<file path="config.mk">
export PLATFORM = sky130hd
export DESIGN_NAME = c432_bist_ctrl_flat
export DESIGN_NICKNAME = d
export VERILOG_FILES = /design/src/rtl/c432_bist_pkg.sv /design/src/rtl/c432_bist_if.sv /design/src/rtl/c432_bist_misr.sv /design/src/rtl/c432_bist_ctrl.sv /design/src/flat_wrapper.sv
export SDC_FILE = /design/constraint.sdc
export NUM_CORES = 1
export LEC_CHECK = 0
export CORE_UTILIZATION = 55
export DETAILED_ROUTE_END_ITERATION = 6
export DONT_BUFFER_PORTS = 1
export PLACE_DENSITY = 0.7
export SETUP_SLACK_MARGIN = 0.02
export SLEW_MARGIN = 20
export SYNTH_ARGS = -nofsm -noshare
export SYNTH_HDL_FRONTEND = slang
export SYNTH_HIERARCHICAL = 1
export SYNTH_SLANG_ARGS = --single-unit
</file>
<file path="constraint.sdc">
create_clock -name clk -period 2.25 [get_ports clk]
set_input_delay 0.45 -clock clk [delete_from_list [all_inputs] [get_ports clk]]
set_output_delay 0.45 -clock clk [all_outputs]
set_load 0.05 [all_outputs]
</file>
<file path="src/rtl/c432_bist_pkg.sv">
// ============================================================================
//  Module   : c432_bist_pkg
//  Brief    : Shared types and constants for the c432 BIST controller.
//  Revision : 1.0 - initial release
// ============================================================================
`default_nettype none

package c432_bist_pkg;

    localparam int PI_W  = 36;
    localparam int PO_W  = 7;
    localparam int SIG_W = 16;

    localparam int LFSR_TAP_HI = 35;
    localparam int LFSR_TAP_LO = 24;

    localparam logic [SIG_W-1:0] MISR_POLY = 16'h1021;

    typedef enum logic [2:0] {
        ST_IDLE    = 3'd0,
        ST_SEED    = 3'd1,
        ST_APPLY   = 3'd2,
        ST_CAPTURE = 3'd3,
        ST_DONE    = 3'd4
    } state_t;

    // Fibonacci step for x^36 + x^25 + 1
    function automatic logic [PI_W-1:0] lfsr_next(input logic [PI_W-1:0] v);
        return {v[PI_W-2:0], v[LFSR_TAP_HI] ^ v[LFSR_TAP_LO]};
    endfunction

endpackage

`default_nettype wire

</file>
<file path="src/rtl/c432_bist_if.sv">
// ============================================================================
//  Module   : c432_bist_if
//  Brief    : Test-access and CUT-facing signal bundle of the c432 BIST block.
//  Revision : 1.0 - initial release
// ============================================================================
`default_nettype none

interface c432_bist_if;
    import c432_bist_pkg::*;

    logic              start;
    logic [PI_W-1:0]   cut_pi;
    logic [PO_W-1:0]   cut_po;
    logic              busy;
    logic              done;
    logic              pass;
    logic [SIG_W-1:0]  signature;
    logic [15:0]       pat_count;

    modport master (
        output start, cut_po,
        input  cut_pi, busy, done, pass, signature, pat_count
    );

    modport slave (
        input  start, cut_po,
        output cut_pi, busy, done, pass, signature, pat_count
    );

endinterface

`default_nettype wire

</file>
<file path="src/rtl/c432_bist_misr.sv">
// ============================================================================
//  Module   : c432_bist_misr
//  Brief    : 16-bit MISR compacting the 7 c432 primary outputs.
//  Revision : 1.0 - initial release
// ============================================================================
`default_nettype none

module c432_bist_misr
    import c432_bist_pkg::*;
(
    input  wire logic              clk,
    input  wire logic              rst,
    input  wire logic              clear,
    input  wire logic              enable,
    input  wire logic [PO_W-1:0]   data,
    output logic      [SIG_W-1:0]  signature
);

    logic [SIG_W-1:0] r_sig;
    logic [SIG_W-1:0] w_next;

    always_comb begin
        w_next = {r_sig[SIG_W-2:0], 1'b0}
               ^ (r_sig[SIG_W-1] ? MISR_POLY : {SIG_W{1'b0}})
               ^ {{(SIG_W-PO_W){1'b0}}, data};
    end

    always_ff @(posedge clk) begin
        if (rst || clear) begin
            r_sig <= '0;
        end else if (enable) begin
            r_sig <= w_next;
        end
    end

    assign signature = r_sig;

endmodule

`default_nettype wire

</file>
<file path="src/rtl/c432_bist_ctrl.sv">
// ============================================================================
//  Module   : c432_bist_ctrl
//  Brief    : LFSR pattern source, settle timer and MISR check for the c432 CUT.
//  Revision : 1.0 - initial release
// ============================================================================
`default_nettype none

module c432_bist_ctrl
    import c432_bist_pkg::*;
#(
    parameter int               N_PATTERNS    = 256,
    parameter int               SETTLE_CYCLES = 1,
    parameter logic [PI_W-1:0]  LFSR_SEED     = 36'h0_0000_0001,
    parameter logic [SIG_W-1:0] GOLDEN_SIG    = 16'h0000
)(
    input  wire logic    clk,
    input  wire logic    rst,
    c432_bist_if.slave   bus
);

    // An all-zero LFSR would lock up, so a zero seed is promoted to 1
    localparam logic [PI_W-1:0] c_seed =
        (LFSR_SEED == '0) ? {{(PI_W-1){1'b0}}, 1'b1} : LFSR_SEED;
    localparam logic [3:0]  c_settle_last = 4'(SETTLE_CYCLES - 1);
    localparam logic [15:0] c_last_pat    = 16'(N_PATTERNS - 1);

    state_t            r_state;
    logic [PI_W-1:0]   r_lfsr;
    logic [15:0]       r_pat_count;
    logic [3:0]        r_settle_cnt;

    logic              w_start_ok;
    logic              w_misr_clear;
    logic              w_misr_en;
    logic [SIG_W-1:0]  w_signature;

    assign w_start_ok   = bus.start && (r_state == ST_IDLE || r_state == ST_DONE);
    // Clearing on acceptance makes the signature read 0 already in the SEED cycle
    assign w_misr_clear = w_start_ok || (r_state == ST_SEED);
    assign w_misr_en    = (r_state == ST_CAPTURE);

    always_ff @(posedge clk) begin
        if (rst) begin
            r_state      <= ST_IDLE;
            r_lfsr       <= c_seed;
            r_pat_count  <= '0;
            r_settle_cnt <= '0;
        end else begin
            case (r_state)
                ST_IDLE, ST_DONE: begin
                    if (bus.start) begin
                        r_state      <= ST_SEED;
                        r_lfsr       <= c_seed;
                        r_pat_count  <= '0;
                        r_settle_cnt <= '0;
                    end
                end
                ST_SEED: begin
                    r_state      <= ST_APPLY;
                    r_lfsr       <= c_seed;
                    r_pat_count  <= '0;
                    r_settle_cnt <= '0;
                end
                ST_APPLY: begin
                    if (r_settle_cnt == c_settle_last) begin
                        r_settle_cnt <= '0;
                        r_state      <= ST_CAPTURE;
                    end else begin
                        r_settle_cnt <= r_settle_cnt + 4'd1;
                    end
                end
                ST_CAPTURE: begin
                    r_lfsr      <= lfsr_next(r_lfsr);
                    r_pat_count <= r_pat_count + 16'd1;
                    r_state     <= (r_pat_count == c_last_pat) ? ST_DONE : ST_APPLY;
                end
                default: begin
                    r_state <= ST_IDLE;
                end
            endcase
        end
    end

    c432_bist_misr u_misr (
        .clk       (clk),
        .rst       (rst),
        .clear     (w_misr_clear),
        .enable    (w_misr_en),
        .data      (bus.cut_po),
        .signature (w_signature)
    );

    assign bus.busy      = (r_state == ST_SEED) || (r_state == ST_APPLY) ||
                           (r_state == ST_CAPTURE);
    assign bus.done      = (r_state == ST_DONE);
    assign bus.pass      = (r_state == ST_DONE) && (w_signature == GOLDEN_SIG);
    assign bus.signature = w_signature;
    assign bus.pat_count = r_pat_count;
    // Only drive the CUT while a pattern is live
    assign bus.cut_pi    = (r_state == ST_APPLY || r_state == ST_CAPTURE) ? r_lfsr : '0;

endmodule

`default_nettype wire

</file>
<file path="src/flat_wrapper.sv">
// flat-port wrapper written by rule: the top's interface ports become plain ports
module c432_bist_ctrl_flat import c432_bist_pkg::*;
#(
    parameter int               N_PATTERNS    = 256,
    parameter int               SETTLE_CYCLES = 1,
    parameter logic [PI_W-1:0]  LFSR_SEED     = 36'h0_0000_0001,
    parameter logic [SIG_W-1:0] GOLDEN_SIG    = 16'h0000
)
  (clk, rst, bus_start, bus_cut_po, bus_cut_pi, bus_busy, bus_done, bus_pass, bus_signature, bus_pat_count);
  c432_bist_if bus_i ();
  input  wire logic clk;
  input  wire logic rst;
  input wire logic [$bits(bus_i.start)-1:0] bus_start;
  input wire logic [$bits(bus_i.cut_po)-1:0] bus_cut_po;
  output wire logic [$bits(bus_i.cut_pi)-1:0] bus_cut_pi;
  output wire logic [$bits(bus_i.busy)-1:0] bus_busy;
  output wire logic [$bits(bus_i.done)-1:0] bus_done;
  output wire logic [$bits(bus_i.pass)-1:0] bus_pass;
  output wire logic [$bits(bus_i.signature)-1:0] bus_signature;
  output wire logic [$bits(bus_i.pat_count)-1:0] bus_pat_count;
  assign bus_i.start = bus_start;
  assign bus_i.cut_po = bus_cut_po;
  assign bus_cut_pi = bus_i.cut_pi;
  assign bus_busy = bus_i.busy;
  assign bus_done = bus_i.done;
  assign bus_pass = bus_i.pass;
  assign bus_signature = bus_i.signature;
  assign bus_pat_count = bus_i.pat_count;
  c432_bist_ctrl #(.N_PATTERNS(N_PATTERNS), .SETTLE_CYCLES(SETTLE_CYCLES), .LFSR_SEED(LFSR_SEED), .GOLDEN_SIG(GOLDEN_SIG)) u_core (.clk(clk), .rst(rst), .bus(bus_i));
endmodule
</file>
==> reports/results.txt, run 1 <==
Placed Area: 3910 sq um
# IOs: 81
CP max FO: 9
Worst Setup SP: u_core/r_state[2]
Initial Util: 57.2%
Post-synth EDFFs: 0
Final ANT Viol Nets: 0
H-tree levels: 3
Finish-stage setup viols: 0
Clk pwr share: 36.3%
TritonCTS Buffers: 9
R2R Path End: u_core/u_misr/signature[1]
Setup Crit Path Kind: flip-flop to output pin
Total design power: 2460 uW
Setup Skew: 0.00700 ns
Sw Ratio: 25.9%
Share of cells above drive strength 1: 23.3%
Req. time, crit path: 1.80 ns
Core Box Area: 5920 sq um
Via density: 5.75
Fin crit period: 2.11 ns
Max-cap violation count: 0
Vias: 2922
Arr. time, crit path: 1.66 ns
Gp weighted congestion: 0.863
Design Area, Final: 4070 sq um
Seq/Total Area, Yosys: 44.3%
Die Y-Extent: 80.5 um
Async S/R FF share, synth: 0%
Remaining Overflow, GRT: 0
Clock-pin transition on the worst setup and hold timing paths: 0.07 ns
Flop pwr share: 55.0%
Final HPWL DP: 4930 um
Switching power: 638 uW
Ant. Diodes: 0
Number of port buffers: 0
Hold EP: u_core/r_settle_cnt[3]
First-pass GRT wire length: 11500 um
Syn_nets: 395
Syn avg cell area: 8.87 sq um
Clock Tree Root: clkbuf_8
Final wirelength: 7410 um
Reg2reg path depth: 6
Clock latency on the worst-skew pair: 0.34 ns
Final Hold Fails: 0
Pre-antenna DRT Iters: 4
Pleak: 0.00166 uW
Commonest non-fill, non-tap cell in the layout: dfxtp_1
Most frequent cells in the layout: 75 x dfxtp_1, 69 x buf_4, 66 x nor2_1
Synth cell types: 49
FF-to-FF Start: u_core/r_state[0]
Actual slew at the worst max-slew pin: 0.681 ns
Power Internal: 1820 uW
CP Launch Type: flip-flop
Hold Crit Class: input port to flip-flop
VDD IR-drop max: 0.431 mV
Pin count of the biggest net entering global routing: 51
Hold path cells: 1
DR WL/cell: 14.6 um
P per Cell Area: 603 nW/um^2
DRT iter0 DRCs: 202
FP Rows: 28
Full die area: 6480 sq um
Synthesized area: 3390 sq um
Status: finished clean
Crit-path cells: inv_2 -> nor3_4 -> nand3_1 -> nor2_4 -> buf_12
Final period util: 93.6%
Main synth FF type: dfxtp_1
Combinational power share: 8.7%
Syn-to-layout area delta: 20.2%
DRC violations left: 0
Vias in the first global route: 2460
Mapped Cells: 382
Setup Buffers After CTS: 0
Final #Nets: 442
Slew margin rel.: 54.5%
Initial antenna violation count: 0
CP max stage delay: 0.48 ns
Bufs on Longest Clock Path: 2
Crit. End Element: output pin
CTS tree: built
RSZ-0062 raised after global routing: no
Synth warn: 6
Slowest-stage cell, CP: dfxtp_1
Fmax: 475 MHz
Pins Over Slew Limit: 0
Fin Setup TNS: 0 ns
# clock sinks: 75
Flop-to-flop setup slack: 0.33 ns
Width of the die: 80.5 um
Seq cells post-synth: 75
Total track usage: 22.9%
Hold Path Origin: rst
-- state kept, by name, summed over array words and instances, names as in the netlist --
register                 flops
u_core/bus.pat_count        16
u_core/r_lfsr               36
u_core/r_settle_cnt          4
u_core/r_state               3
u_core/u_misr/signature     16
-- synthesized netlist by cell type (2+ instances only) --
| library cell | instances | share of area [%] |
|---|---|---|
| dfxtp_1 | 75 | 44 |
| nor2_1 | 68 | 7.5 |
| a22oi_1 | 36 | 8.0 |
| and3_1 | 36 | 6.6 |
| clkbuf_1 | 18 | 2.0 |
| a21oi_1 | 13 | 1.9 |
| mux2i_1 | 12 | 3.5 |
| buf_4 | 8 | 1.8 |
| xnor2_1 | 8 | 2.1 |
| a211oi_1 | 7 | 1.6 |
| inv_1 | 7 | 0.78 |
| nand2_1 | 7 | 0.78 |
| nor4_1 | 7 | 1.3 |
| or3_1 | 7 | 1.3 |
| buf_2 | 6 | 0.89 |
| nand3_1 | 6 | 0.89 |
| xor2_1 | 6 | 1.6 |
| nor3_1 | 4 | 0.59 |
| o21ai_0 | 4 | 0.59 |
| ha_1 | 3 | 1.1 |
| nor2b_1 | 3 | 0.55 |
| o211ai_1 | 3 | 0.66 |
| o31ai_1 | 3 | 0.66 |
| or4_1 | 3 | 0.66 |
| a31oi_1 | 2 | 0.37 |
| buf_6 | 2 | 0.66 |
| clkbuf_2 | 2 | 0.30 |
| nand3b_1 | 2 | 0.44 |
| nand4_1 | 2 | 0.37 |
| or2_1 | 2 | 0.37 |
| or3b_2 | 2 | 0.52 |
-- critical path, delay by kind of cell, from the launching register on --
| family | cells | cell delay [ns] |
|---|---|---|
| simple gates | 3 | 0.53 |
| flops | 1 | 0.48 |
| buf+inv | 2 | 0.30 |
-- stage by stage --
step           util, %  hold WS [ns]  std cells  worst slack (ns)
2_1_floorplan        -         0.462        382            0.0622
3_3_place_gp      66.1         0.482        493             0.412
3_5_place_dp      66.1         0.492        493             0.340
4_1_cts           68.8         0.165        508            0.0677
5_1_grt           68.8         0.154        508            0.0270
6_report          68.8         0.174        508             0.143
-- repair_timing --
action,4_1_cts,5_1_grt
setup endpoints to repair,0,31
resized for setup,0,1
hold buffers,0,0
-- logic make-up after synthesis --
group | after synthesis | share of synthesized area [%]
flip-flops | 75 | 44.3
AO/OA/AOI/OAI | 77 | 16.5
XOR/XNOR | 15 | 4.32
AND/OR/NAND/NOR | 155 | 23.6
buffers and inverters | 45 | 6.61
multiplexers | 12 | 3.55
adder cells (fa/ha/maj) | 3 | 1.11
-- worst max path at each step --
stage	to	slack [ns]
after floorplan	bus_pass	0.06
after global placement	u_core/u_misr/signature[6]	0.41
after detailed placement	u_core/u_misr/signature[1]	0.34
after CTS	bus_pass	0.07
after global routing	bus_pass	0.03
final	bus_pass	0.14
-- cell type report --
type	count	area, sq um
sequential	75	1500
clock buffer	12	145
clock inverter	3	15.0
tap	75	93.8
timing repair buffer	73	598
inverter	8	30.0
fill	505	1850
multi-input combinational	262	1690
-- metal layers --
metal / track usage, % / wire length [um] / vias up
li1: - / - / 1448
met1: 31.0 / 3570 / 1408
met2: 34.0 / 3400 / 57
met3: 6.14 / 342 / 9
met4: 9.82 / 94 / 0
met5: 0 / 0 / -
-- power groups by stage --
stage	combinational (uW)	clock (uW)	sequential, uW
floorplan	177	0	1380
global placement	211	0	1380
detailed placement	213	0	1380
CTS	214	907	1350
global route	232	960	1350
finish	213	892	1350
No activity file was read; power rests on OpenSTA's default activity.
==> run 2, diff against run 1 <==
--- a/config.mk
+++ b/config.mk
@@ -10,7 +10,6 @@
 export DONT_BUFFER_PORTS = 1
 export PLACE_DENSITY = 0.7
 export SETUP_SLACK_MARGIN = 0.02
-export SLEW_MARGIN = 20
 export SYNTH_ARGS = -nofsm -noshare
 export SYNTH_HDL_FRONTEND = slang
 export SYNTH_HIERARCHICAL = 1
==> results of run 2 <==
Same layout as run 1: the final DEF is identical, and so are final timing and power.
